[config.mk]
export PLATFORM = sky130hd
export DESIGN_NAME = cache_refill_ctrl_flat
export DESIGN_NICKNAME = d
export VERILOG_FILES = /design/src/rtl/cache_refill_ctrl_pkg.sv /design/src/rtl/cache_refill_ctrl_if.sv /design/src/rtl/cache_refill_ctrl_line_assembler.sv /design/src/rtl/cache_refill_ctrl.sv /design/src/flat_wrapper.sv
export SDC_FILE = /design/constraint.sdc
export NUM_CORES = 1
export LEC_CHECK = 0
export BUFFER_PORTS_ARGS = -buffer_cell sky130_fd_sc_hd__buf_2
export CAP_MARGIN = 20
export CORE_AREA = 2 2 176 178
export DETAILED_ROUTE_END_ITERATION = 16
export DIE_AREA = 0 0 178 180
export PLACE_DENSITY = 0.72
export SLEW_MARGIN = 20
export SYNTH_ARGS = -nofsm -noshare
export SYNTH_HDL_FRONTEND = slang
export SYNTH_SLANG_ARGS = --single-unit
export TNS_END_PERCENT = 5
[constraint.sdc]
create_clock -name clk -period 3.34 [get_ports clk]
set_input_delay 0.167 -clock clk [delete_from_list [all_inputs] [get_ports clk]]
set_output_delay 0.167 -clock clk [all_outputs]
set_load 0.01 [all_outputs]
[src/rtl/cache_refill_ctrl_pkg.sv]
// ---------------------------------------------------------------------------
// cache_pkg
// Shared constants and types for the cache refill engine.
//   - Default geometry of the direct-mapped cache (block width, blocks per
//     line, number of lines, address width).
//   - Address field widths derived from that geometry, laid out as
//     {tag, index, block offset}.
//   - state_t : refill engine states.
// Optional feature macro used by the refill engine: CRITICAL_WORD_FIRST_EN.
// ---------------------------------------------------------------------------
package cache_pkg;

   localparam int CACHE_BLOCK_SIZE      = 32;
   localparam int CACHE_BLOCKS_PER_LINE = 4;
   localparam int CACHE_NUM_LINES       = 4;
   localparam int CACHE_ADDRESS_SIZE    = 32;

   localparam int BLOCK_OFFSET_LENGTH = $clog2(CACHE_BLOCKS_PER_LINE);
   localparam int INDEX_LENGTH        = $clog2(CACHE_NUM_LINES);
   localparam int TAG_LENGTH          = CACHE_ADDRESS_SIZE - INDEX_LENGTH - BLOCK_OFFSET_LENGTH;
   localparam int LINE_WIDTH          = CACHE_BLOCK_SIZE * CACHE_BLOCKS_PER_LINE;

   typedef enum logic [2:0] {
      IDLE,
      WB_CMD,
      WB_DATA,
      FILL_CMD,
      FILL_DATA,
      INSTALL,
      DONE
   } state_t;

endpackage

[src/rtl/cache_refill_ctrl_if.sv]
// ---------------------------------------------------------------------------
// cache_refill_ctrl_if
// Memory-side bus of the refill engine: a command channel, a write-beat
// channel and a read-beat channel.
//   cmd_valid / cmd_ready / cmd_we / cmd_addr : burst command (we=1 writeback)
//   wvalid / wready / wdata                   : writeback beats
//   rvalid / rdata                            : fill beats, no backpressure
// Modports:
//   master : the refill engine
//   slave  : the backing memory
// ---------------------------------------------------------------------------
interface cache_refill_ctrl_if
   import cache_pkg::*;
#(
   parameter int ADDRESS_SIZE = CACHE_ADDRESS_SIZE,
   parameter int BLOCK_SIZE   = CACHE_BLOCK_SIZE
);

   logic                    cmd_valid;
   logic                    cmd_ready;
   logic                    cmd_we;
   logic [ADDRESS_SIZE-1:0] cmd_addr;
   logic                    wvalid;
   logic                    wready;
   logic [BLOCK_SIZE-1:0]   wdata;
   logic                    rvalid;
   logic [BLOCK_SIZE-1:0]   rdata;

   modport master (
      output cmd_valid, cmd_we, cmd_addr, wvalid, wdata,
      input  cmd_ready, wready, rvalid, rdata
   );

   modport slave (
      input  cmd_valid, cmd_we, cmd_addr, wvalid, wdata,
      output cmd_ready, wready, rvalid, rdata
   );

endinterface

[src/rtl/cache_refill_ctrl_line_assembler.sv]
// ---------------------------------------------------------------------------
// cache_line_assembler
// Beat counter shared by the writeback and fill bursts, plus the line
// register that collects fill beats.
// Ports:
//   clk, rst_n    : clock, synchronous active-low reset
//   clear         : restart the beat counter at 0
//   advance       : one beat accepted, bump the counter (wraps after last)
//   load          : write data into line slot (start_offset + beat) mod NUM
//   start_offset  : first slot of the burst (0 for line-aligned fills)
//   data          : beat data
//   beat          : current beat number
//   last          : current beat is the final one of the burst
//   line          : assembled line, block k at [k*BLOCK_SIZE +: BLOCK_SIZE]
// ---------------------------------------------------------------------------
module cache_line_assembler
   import cache_pkg::*;
#(
   parameter int BLOCK_SIZE             = CACHE_BLOCK_SIZE,
   parameter int NUM_OF_BLOCKS_PER_LINE = CACHE_BLOCKS_PER_LINE
)(
   input  logic                                       clk,
   input  logic                                       rst_n,
   input  logic                                       clear,
   input  logic                                       advance,
   input  logic                                       load,
   input  logic [$clog2(NUM_OF_BLOCKS_PER_LINE)-1:0]  start_offset,
   input  logic [BLOCK_SIZE-1:0]                      data,
   output logic [$clog2(NUM_OF_BLOCKS_PER_LINE)-1:0]  beat,
   output logic                                       last,
   output logic [NUM_OF_BLOCKS_PER_LINE*BLOCK_SIZE-1:0] line
);

   localparam int OFF_W = $clog2(NUM_OF_BLOCKS_PER_LINE);

   logic [OFF_W-1:0] slot;

   // The counter is exactly OFF_W bits wide, so both the slot sum and the
   // post-last-beat increment wrap modulo the line length for free.
   assign slot = start_offset + beat;
   assign last = (beat == OFF_W'(NUM_OF_BLOCKS_PER_LINE - 1));

   // Beat counter and slot-indexed line register.
   always_ff @(posedge clk) begin
      if (!rst_n) begin
         beat <= '0;
         line <= '0;
      end else begin
         if (clear) begin
            beat <= '0;
         end else if (advance) begin
            beat <= beat + 1'b1;
         end
         if (load) begin
            line[slot*BLOCK_SIZE +: BLOCK_SIZE] <= data;
         end
      end
   end

endmodule

[src/rtl/cache_refill_ctrl.sv]
// ---------------------------------------------------------------------------
// cache_refill_ctrl
// Memory-side refill engine of the direct-mapped cache. On a miss it writes
// back the dirty victim line (if any), fetches the missing line one block per
// beat, installs the assembled line into the cache and pulses done.
// Ports:
//   clk, rst_n       : clock, synchronous active-low reset
//   miss_i           : one-cycle miss request, accepted in IDLE or DONE
//   miss_addr_i      : missing block address {tag, index, offset}
//   victim_dirty_i   : victim line must be written back first
//   victim_tag_i     : victim tag
//   victim_line_i    : victim data, sampled together with miss_i
//   busy_o           : refill in progress
//   done_o           : one-cycle pulse after the line is installed
//   write_line_o     : one-cycle install strobe to the cache
//   address_o        : line-aligned install address
//   line_o           : assembled line
//   fwd_valid_o/fwd_data_o : first fill beat forwarded (feature build only)
//   mem              : memory bus (master side)
// Optional feature: `define CRITICAL_WORD_FIRST_EN to start the fill at the
// missing block and forward it as soon as it arrives.
// ---------------------------------------------------------------------------
module cache_refill_ctrl
   import cache_pkg::*;
#(
   parameter int BLOCK_SIZE             = CACHE_BLOCK_SIZE,
   parameter int NUM_OF_BLOCKS_PER_LINE = CACHE_BLOCKS_PER_LINE,
   parameter int NUM_OF_CACHE_LINES     = CACHE_NUM_LINES,
   parameter int ADDRESS_SIZE           = CACHE_ADDRESS_SIZE
)(
   input  logic                                         clk,
   input  logic                                         rst_n,
   input  logic                                         miss_i,
   input  logic [ADDRESS_SIZE-1:0]                      miss_addr_i,
   input  logic                                         victim_dirty_i,
   input  logic [ADDRESS_SIZE-$clog2(NUM_OF_CACHE_LINES)-$clog2(NUM_OF_BLOCKS_PER_LINE)-1:0] victim_tag_i,
   input  logic [NUM_OF_BLOCKS_PER_LINE*BLOCK_SIZE-1:0] victim_line_i,
   output logic                                         busy_o,
   output logic                                         done_o,
   output logic                                         write_line_o,
   output logic [ADDRESS_SIZE-1:0]                      address_o,
   output logic [NUM_OF_BLOCKS_PER_LINE*BLOCK_SIZE-1:0] line_o,
`ifdef CRITICAL_WORD_FIRST_EN
   output logic                                         fwd_valid_o,
   output logic [BLOCK_SIZE-1:0]                        fwd_data_o,
`endif
   cache_refill_ctrl_if.master                          mem
);

   localparam int OFF_W  = $clog2(NUM_OF_BLOCKS_PER_LINE);
   localparam int IDX_W  = $clog2(NUM_OF_CACHE_LINES);
   localparam int TAG_W  = ADDRESS_SIZE - IDX_W - OFF_W;
   localparam int LINE_W = NUM_OF_BLOCKS_PER_LINE * BLOCK_SIZE;

   state_t                     state_q;
   state_t                     state_d;
   logic [ADDRESS_SIZE-OFF_W-1:0] miss_line_q;
   logic [TAG_W-1:0]           victim_tag_q;
   logic [LINE_W-1:0]          victim_line_q;
   logic                       accept;

   logic                       beat_clear;
   logic                       beat_advance;
   logic                       slot_load;
   logic [OFF_W-1:0]           beat;
   logic                       last_beat;
   logic [OFF_W-1:0]           start_offset;
   logic [ADDRESS_SIZE-1:0]    fill_addr;

`ifdef CRITICAL_WORD_FIRST_EN
   logic [OFF_W-1:0]           miss_off_q;

   // The fill burst begins at the missing block; its first beat goes
   // straight to the CPU side without waiting for the install.
   assign start_offset = miss_off_q;
   assign fill_addr    = {miss_line_q, miss_off_q};
   assign fwd_valid_o  = (state_q == FILL_DATA) && mem.rvalid && (beat == '0);
   assign fwd_data_o   = fwd_valid_o ? mem.rdata : '0;

   always_ff @(posedge clk) begin
      if (!rst_n) begin
         miss_off_q <= '0;
      end else if (accept) begin
         miss_off_q <= miss_addr_i[OFF_W-1:0];
      end
   end
`else
   assign start_offset = '0;
   assign fill_addr    = {miss_line_q, {OFF_W{1'b0}}};
`endif

   assign address_o = {miss_line_q, {OFF_W{1'b0}}};

   cache_line_assembler #(
      .BLOCK_SIZE             (BLOCK_SIZE),
      .NUM_OF_BLOCKS_PER_LINE (NUM_OF_BLOCKS_PER_LINE)
   ) u_assembler (
      .clk          (clk),
      .rst_n        (rst_n),
      .clear        (beat_clear),
      .advance      (beat_advance),
      .load         (slot_load),
      .start_offset (start_offset),
      .data         (mem.rdata),
      .beat         (beat),
      .last         (last_beat),
      .line         (line_o)
   );

   // State register and the miss context captured on accept. The context
   // stays put for the whole refill, so later miss_i pulses cannot disturb
   // the addresses or the writeback data.
   always_ff @(posedge clk) begin
      if (!rst_n) begin
         state_q       <= IDLE;
         miss_line_q   <= '0;
         victim_tag_q  <= '0;
         victim_line_q <= '0;
      end else begin
         state_q <= state_d;
         if (accept) begin
            miss_line_q   <= miss_addr_i[ADDRESS_SIZE-1:OFF_W];
            victim_tag_q  <= victim_tag_i;
            victim_line_q <= victim_line_i;
         end
      end
   end

   // Next-state and output decode. DONE behaves like IDLE for new misses so
   // a request arriving in the same cycle as done_o is not lost.
   always_comb begin
      state_d      = state_q;
      accept       = 1'b0;
      busy_o       = 1'b1;
      done_o       = 1'b0;
      write_line_o = 1'b0;
      mem.cmd_valid = 1'b0;
      mem.cmd_we    = 1'b0;
      mem.cmd_addr  = '0;
      mem.wvalid    = 1'b0;
      mem.wdata     = '0;
      beat_clear   = 1'b0;
      beat_advance = 1'b0;
      slot_load    = 1'b0;

      case (state_q)
         IDLE, DONE: begin
            busy_o = 1'b0;
            done_o = (state_q == DONE);
            accept = miss_i;
            if (miss_i) begin
               state_d = victim_dirty_i ? WB_CMD : FILL_CMD;
            end else begin
               state_d = IDLE;
            end
         end
         WB_CMD: begin
            mem.cmd_valid = 1'b1;
            mem.cmd_we    = 1'b1;
            mem.cmd_addr  = {victim_tag_q, miss_line_q[IDX_W-1:0], {OFF_W{1'b0}}};
            if (mem.cmd_ready) begin
               beat_clear = 1'b1;
               state_d    = WB_DATA;
            end
         end
         WB_DATA: begin
            mem.wvalid = 1'b1;
            mem.wdata  = victim_line_q[beat*BLOCK_SIZE +: BLOCK_SIZE];
            if (mem.wready) begin
               beat_advance = 1'b1;
               if (last_beat) begin
                  state_d = FILL_CMD;
               end
            end
         end
         FILL_CMD: begin
            mem.cmd_valid = 1'b1;
            mem.cmd_addr  = fill_addr;
            if (mem.cmd_ready) begin
               beat_clear = 1'b1;
               state_d    = FILL_DATA;
            end
         end
         FILL_DATA: begin
            if (mem.rvalid) begin
               beat_advance = 1'b1;
               slot_load    = 1'b1;
               if (last_beat) begin
                  state_d = INSTALL;
               end
            end
         end
         INSTALL: begin
            write_line_o = 1'b1;
            state_d      = DONE;
         end
         default: begin
            state_d = IDLE;
         end
      endcase
   end

endmodule
[src/flat_wrapper.sv]
// flat-port wrapper written by rule: the top's interface ports become plain ports
module cache_refill_ctrl_flat import cache_pkg::*;
#(
   parameter int BLOCK_SIZE             = CACHE_BLOCK_SIZE,
   parameter int NUM_OF_BLOCKS_PER_LINE = CACHE_BLOCKS_PER_LINE,
   parameter int NUM_OF_CACHE_LINES     = CACHE_NUM_LINES,
   parameter int ADDRESS_SIZE           = CACHE_ADDRESS_SIZE
)
  (clk, rst_n, miss_i, miss_addr_i, victim_dirty_i, victim_tag_i, victim_line_i, busy_o, done_o, write_line_o, address_o, line_o, mem_cmd_valid, mem_cmd_we, mem_cmd_addr, mem_wvalid, mem_wdata, mem_cmd_ready, mem_wready, mem_rvalid, mem_rdata);
  cache_refill_ctrl_if #(.ADDRESS_SIZE(ADDRESS_SIZE), .BLOCK_SIZE(BLOCK_SIZE)) mem_i ();
  input  logic clk;
  input  logic rst_n;
  input  logic miss_i;
  input  logic [ADDRESS_SIZE-1:0] miss_addr_i;
  input  logic victim_dirty_i;
  input  logic [ADDRESS_SIZE-$clog2(NUM_OF_CACHE_LINES)-$clog2(NUM_OF_BLOCKS_PER_LINE)-1:0] victim_tag_i;
  input  logic [NUM_OF_BLOCKS_PER_LINE*BLOCK_SIZE-1:0] victim_line_i;
  output logic busy_o;
  output logic done_o;
  output logic write_line_o;
  output logic [ADDRESS_SIZE-1:0] address_o;
  output logic [NUM_OF_BLOCKS_PER_LINE*BLOCK_SIZE-1:0] line_o;
  output wire logic [$bits(mem_i.cmd_valid)-1:0] mem_cmd_valid;
  output wire logic [$bits(mem_i.cmd_we)-1:0] mem_cmd_we;
  output wire logic [$bits(mem_i.cmd_addr)-1:0] mem_cmd_addr;
  output wire logic [$bits(mem_i.wvalid)-1:0] mem_wvalid;
  output wire logic [$bits(mem_i.wdata)-1:0] mem_wdata;
  input wire logic [$bits(mem_i.cmd_ready)-1:0] mem_cmd_ready;
  input wire logic [$bits(mem_i.wready)-1:0] mem_wready;
  input wire logic [$bits(mem_i.rvalid)-1:0] mem_rvalid;
  input wire logic [$bits(mem_i.rdata)-1:0] mem_rdata;
  assign mem_cmd_valid = mem_i.cmd_valid;
  assign mem_cmd_we = mem_i.cmd_we;
  assign mem_cmd_addr = mem_i.cmd_addr;
  assign mem_wvalid = mem_i.wvalid;
  assign mem_wdata = mem_i.wdata;
  assign mem_i.cmd_ready = mem_cmd_ready;
  assign mem_i.wready = mem_wready;
  assign mem_i.rvalid = mem_rvalid;
  assign mem_i.rdata = mem_rdata;
  cache_refill_ctrl #(.BLOCK_SIZE(BLOCK_SIZE), .NUM_OF_BLOCKS_PER_LINE(NUM_OF_BLOCKS_PER_LINE), .NUM_OF_CACHE_LINES(NUM_OF_CACHE_LINES), .ADDRESS_SIZE(ADDRESS_SIZE)) u_core (.clk(clk), .rst_n(rst_n), .miss_i(miss_i), .miss_addr_i(miss_addr_i), .victim_dirty_i(victim_dirty_i), .victim_tag_i(victim_tag_i), .victim_line_i(victim_line_i), .busy_o(busy_o), .done_o(done_o), .write_line_o(write_line_o), .address_o(address_o), .line_o(line_o), .mem(mem_i));
endmodule
* Yosys cells after proc, flatten, opt, wreduce, memory -nomap -nowiden
Index checks and enable logic that the tools add are counted.
** Word-level totals
- Logic and storage cells :: 55
- Bits of input ports :: 227
- Output and inout bits :: 230
- Register bits after elaboration :: 319
** Operators by class
- Shift-type cells :: 3
- Bitwise gates (word level) :: 1
- Equal/unequal tests :: 13
- Reductions and logical operators :: 5
- Add/sub/neg operators :: 2
- Mux-type cells :: 25
** Operators by type and width (count)
- bitwise mux 128 bit :: 1
- variable shift 32 x 34 -> 128 bit, first input constant :: 1
- variable part select 128 x 8 -> 32 bit :: 1
- variable part select 32 x 34 -> 128 bit :: 1
- one-hot mux 32 bit (2 select lines) :: 1
- negator 7 -> 34 bit :: 1
- 2-to-1 mux 32 bit :: 1
- 2-to-1 mux 3 bit :: 7
- one-hot mux 3 bit (6 select lines) :: 1
- 2-to-1 mux 1 bit :: 12
- == test 3 bit, second input constant :: 3
- inequality test 2 bit, second input constant :: 4
- == test 3 x 2 -> 1 bit, second input constant :: 2
- AND reduction 6 bit :: 1
- OR reduction 2 bit :: 3
- inequality test 2 x 1 -> 1 bit, second input constant :: 2
- == test 3 x 1 -> 1 bit, second input constant :: 1
- logical NOT 3 bit :: 1
- adder 2 x 1 -> 2 bit, second input constant :: 1
- == test 2 bit, second input constant :: 1
- 2-to-1 mux 2 bit :: 1
- one-hot mux 1 bit (2 select lines) :: 1
- NOT 1 bit :: 1

* Logic depth before layout (Yosys ltp)
- Depth in word-level cells :: 4
- Depth in mapped cells :: 9
- Mapped depth without buffers :: 6

* Cells and area by module
Synthesis repeated with hierarchy kept, for this count alone.
** Second synthesis, totals
- Cell total of the unflattened synthesis :: 1531
- Area, all modules :: 13610.6 um^2
** By module, submodules not included
- cache_refill_ctrl :: area each 8654.6 um^2, instances 1, cells an instance 997, sequential area each 3783.6 um^2
- cache_line_assembler :: area each 4956.0 um^2, instances 1, cells an instance 534, sequential area each 2602.5 um^2

* Worst setup path before layout
OpenSTA, ideal clock, no wires.
- Path kind :: register to register
- Start point :: reg u_core.u_assembler.beat[1]
- End point :: reg u_core.u_assembler.line[10]
- Cell stages (with the launch flop) :: 9
- Path slack :: 884 ps
- Required time :: 3270 ps
- Arrival :: 2386 ps
- Buffers on the path :: 3
- Cell sequence :: dfxtp_1 clkbuf_1 clkbuf_1 inv_1 ha_1 nor3b_1 clkbuf_1 nand3_1 a21boi_1
** On the way
- Cells in the longest elaborated chain, start to end :: 3
** RTL lines
- from (decl) :: line cache_refill_ctrl_line_assembler.sv:29 : output logic [$clog2(NUM_OF_BLOCKS_PER_LINE)-1:0] beat,
- from (signal assigned) :: line cache_refill_ctrl_line_assembler.sv:52 : beat <= beat + 1'b1;
- negator 7 -> 34 bit (*) :: line cache_refill_ctrl_line_assembler.sv:55 : line[slot*BLOCK_SIZE +: BLOCK_SIZE] <= data;
- variable part select 32 x 34 -> 128 bit or variable shift 32 x 34 -> 128 bit (tied branches) :: line cache_refill_ctrl_line_assembler.sv:55
- bitwise mux 128 bit (*) :: line cache_refill_ctrl_line_assembler.sv:55
- to (signal, indexed assignment) :: line cache_refill_ctrl_line_assembler.sv:55
- to (decl) :: line cache_refill_ctrl_line_assembler.sv:31 : output logic [NUM_OF_BLOCKS_PER_LINE*BLOCK_SIZE-1:0] line
Mark *: on every way between the ends. The rest lies on a longest branch, timed or not.
A chain may end at the register's enable or synchronous reset.

* Worst setup path after layout
- Start point :: reg u_core.u_assembler.beat[0]
- End point :: out mem_wdata[21]
** On the way
- Cells in the longest elaborated chain, start to end :: 2
** RTL lines
- variable part select 128 x 8 -> 32 bit :: line cache_refill_ctrl.sv:168 : mem.wdata = victim_line_q[beat*BLOCK_SIZE +: BLOCK_SIZE];
- 2-to-1 mux 32 bit :: line cache_refill_ctrl.sv:146 : case (state_q)
- to (decl) :: line flat_wrapper.sv:27 : output wire logic [$bits(mem_i.wdata)-1:0] mem_wdata;
Every way passes these cells.

==> out/metrics.yaml <==
yosys_register_bits: 319
h-tree-depth: 2
synthArstFlopShare_pct: 0
hold_ws_ps: 136.1
max_cap_viol_count: 0
yosysWarnings: 0
worst_hold_path.num_cells: 4
grtUsageTotal_pct: 28.02
die_h_microns: 180
outcome: "finished clean"
placed_area_sq_mm: 0.01566
drc: 0
layout_commonest_cell: "buf_2"
max_stage_delay_ps: 610
syn_to_final_growth_pct: 42.80
min_period_ps: 2625
synth_area_sq_mm: 0.01342
synth_edf_count: 0
globalplace.congestion: 0.8907
postCtsSetupRepairBufs: 0
power.leakage_nw: 7.998
io_buffers: 450
rr_endpoint: "u_core.victim_line_q[120]"
cts_buffer_depth: 3
wl_per_cell_microns: 18.09
final.setup.tns_ps: 0
cp.arrival_ps: 2460
hp-start: "miss_i"
final_cell_mix: "buf_2, dfxtp_1, nand3_1"
n_fill_cell: 2333
row_count: 64
numCtsBuffers: 36
crit_chain: "buf_4 > mux4_2 > nor2b_1 > buf_2"
seq_area_frac_synth_pct: 47.59
hold_path.class: "primary input to register"
path_delay_family: "buffers and inverters"
synthCells: 1579
avgSynthCellArea_sq_um: 8.498
drv_slew: 0
setup_viol: 0
ir_drop_mv: 0.4289
path_clk_slew_ps: 60
grt_pass1_vias: 13679
required_ps: 3170
cts_tree: "done"
multi_input_area_sq_mm: 0.006210
maxSlewHeadroom_pct: 45.10
antenna_found_initial: 9
r2r_start: "u_core.state_q[1]"
layout-drive-gt1-share_pct: 26.94
clk_root_buffer_cell: "clkbuf_16"
core_sq_mm: 0.03019
r2r_slack_ps: 770
stdcell_area_sq_mm: 0.01916
clock_latency_ps: 520
grt_overflow_total: 0
r2r_cells: 6
tightest_slew_ps: 823.4
critical_path.slowest_cell: "buf_4"
clock_skew_ps: 17.78
dr_total_vias: 14056
detailed_place_hpwl_mm: 27.87
synth_top_area_share_pct: 47.59
final_antenna_net_count: 0
grt_pass1_wl_mm: 72.37
hold_violations: 0
path_buf_inv: 2
fin_crit_sh_pct: 78.58
synth-main-ff-cell: "dfxtp_1"
synth_cell_types: 45
cp-start-kind: "register"
seq_area_sq_mm: 0.006390
viasPerCell: 5.417
die_w_microns: 178
cts.sinks: 319
synth_area_leaders: "dfxtp_1, nand3_1, nand2_1"
cp_max_fo: 37
power_density_mw_per_mm2: 540.2
hold_end: "u_core.state_q[0]"
rsz0062_at_grt: "false"
worstSetupEndpointType: "primary output"
drt-pass1-iter-count: 6
grt_start_max_net_pins: 135
drtIter0Drc: 907
finalWirelength_mm: 46.93
synth_top_cell_by_area: "dfxtp_1"
boundaryPins: 457
worstSetupPathType: "register to primary output"
fmax_mhz: 381.0
num-nets-final: 2394
dieArea_sq_mm: 0.03204
start_util_pct: 44.45
[layer usage]
metal	routed length, microns	track usage (%)
met1	18230	33.12
met4	2288	14.43
met5	0	0
met2	22420	46.91
met3	3991	6.789
[synth_stat cells (9+ instances only)]
cell type    n
dfxtp_1    319
nand3_1    314
nand2_1    299
o21ai_1    161
clkbuf_1    88
o21ai_0     82
a21boi_1    38
a21boi_0    35
nor2b_1     34
nor2_1      33
mux4_2      32
mux2i_1     29
buf_6       21
buf_2       20
clkbuf_2    14
buf_4        9
[area by class of cell]
cell class / instances / area share [%]
Inverter: 5 / 0.09795
Sequential cell: 319 / 33.35
Tap cell: 396 / 2.586
Multi-Input combinational cell: 1102 / 32.41
Timing Repair Buffer: 698 / 24.71
Clock buffer: 52 / 5.805
Antenna cell: 9 / 0.1175
Clock inverter: 14 / 0.9273
[state kept, by name, indices dropped and copies added (netlist names)]
signal                   flops
u_core.u_assembler.beat      2
u_core.u_assembler.line    128
u_core.victim_tag_q         28
u_core.miss_line_q          30
u_core.victim_line_q       128
u_core.state_q               3
[worst max-delay path by stage]
stage,from,to,cells past startpoint
6_report,u_core.u_assembler.beat[0],mem_wdata[21],4
3_3_place_gp,u_core.state_q[1],u_core.victim_line_q[122],6
4_1_cts,u_core.u_assembler.beat[0],mem_wdata[9],4
3_5_place_dp,u_core.state_q[1],u_core.u_assembler.line[40],4
5_1_grt,u_core.state_q[1],u_core.victim_line_q[120],6
2_1_floorplan,u_core.u_assembler.beat[1],u_core.u_assembler.line[10],8
[where the power goes]
part / switching [mW] / total, mW / internal, mW / leakage, nW
Clock: 1.59 / 4.22 / 2.63 / 0.649
Sequential: 0.212 / 4.31 / 4.09 / 2.60
Combinational: 1.04 / 1.82 / 0.781 / 4.75
Total: 2.85 / 10.4 / 7.50 / 8.00
[through the flow]
stage / util [%] / instances / power [mW] / setup WS (ps)
2_1_floorplan: - / 1582 / 5.477 / 884.2
3_3_place_gp: 51.86 / 2301 / 5.884 / 1001
3_5_place_dp: 51.86 / 2301 / 5.925 / 928.0
4_1_cts: 63.40 / 2586 / 10.33 / 687.8
5_1_grt: 63.47 / 2595 / 10.76 / 572.1
6_report: 63.47 / 2595 / 10.35 / 715.4
[tightest hold or removal path, delay by kind of cell]
| family | cells | cell delay (ps) |
|---|---|---|
| simple gates | 2 | 220 |
| buf+inv | 1 | 100 |
| compound gates | 1 | 120 |
[what timing repair did]
item	4_1_cts	5_1_grt
gates resized for setup	0	0
hold buffers	219	0
hold endpoints to repair	309	0
endpoints found under the setup margin	0	0
[kinds of logic after synthesis]
| group | count (synthesis) | share of synthesized area [%] |
|---|---|---|
| xor gates and xnor gates | 1 | 0.06529 |
| muxes | 61 | 7.535 |
| and+or+nand+nor | 706 | 24.45 |
| other | 1 | 0.02795 |
| AOI/OAI and AO/OA | 324 | 13.54 |
| DFF | 319 | 47.59 |
| buffers and inverters | 161 | 6.248 |
| adders and majority gates | 6 | 0.5408 |
(Power assumes the default switching activity.)
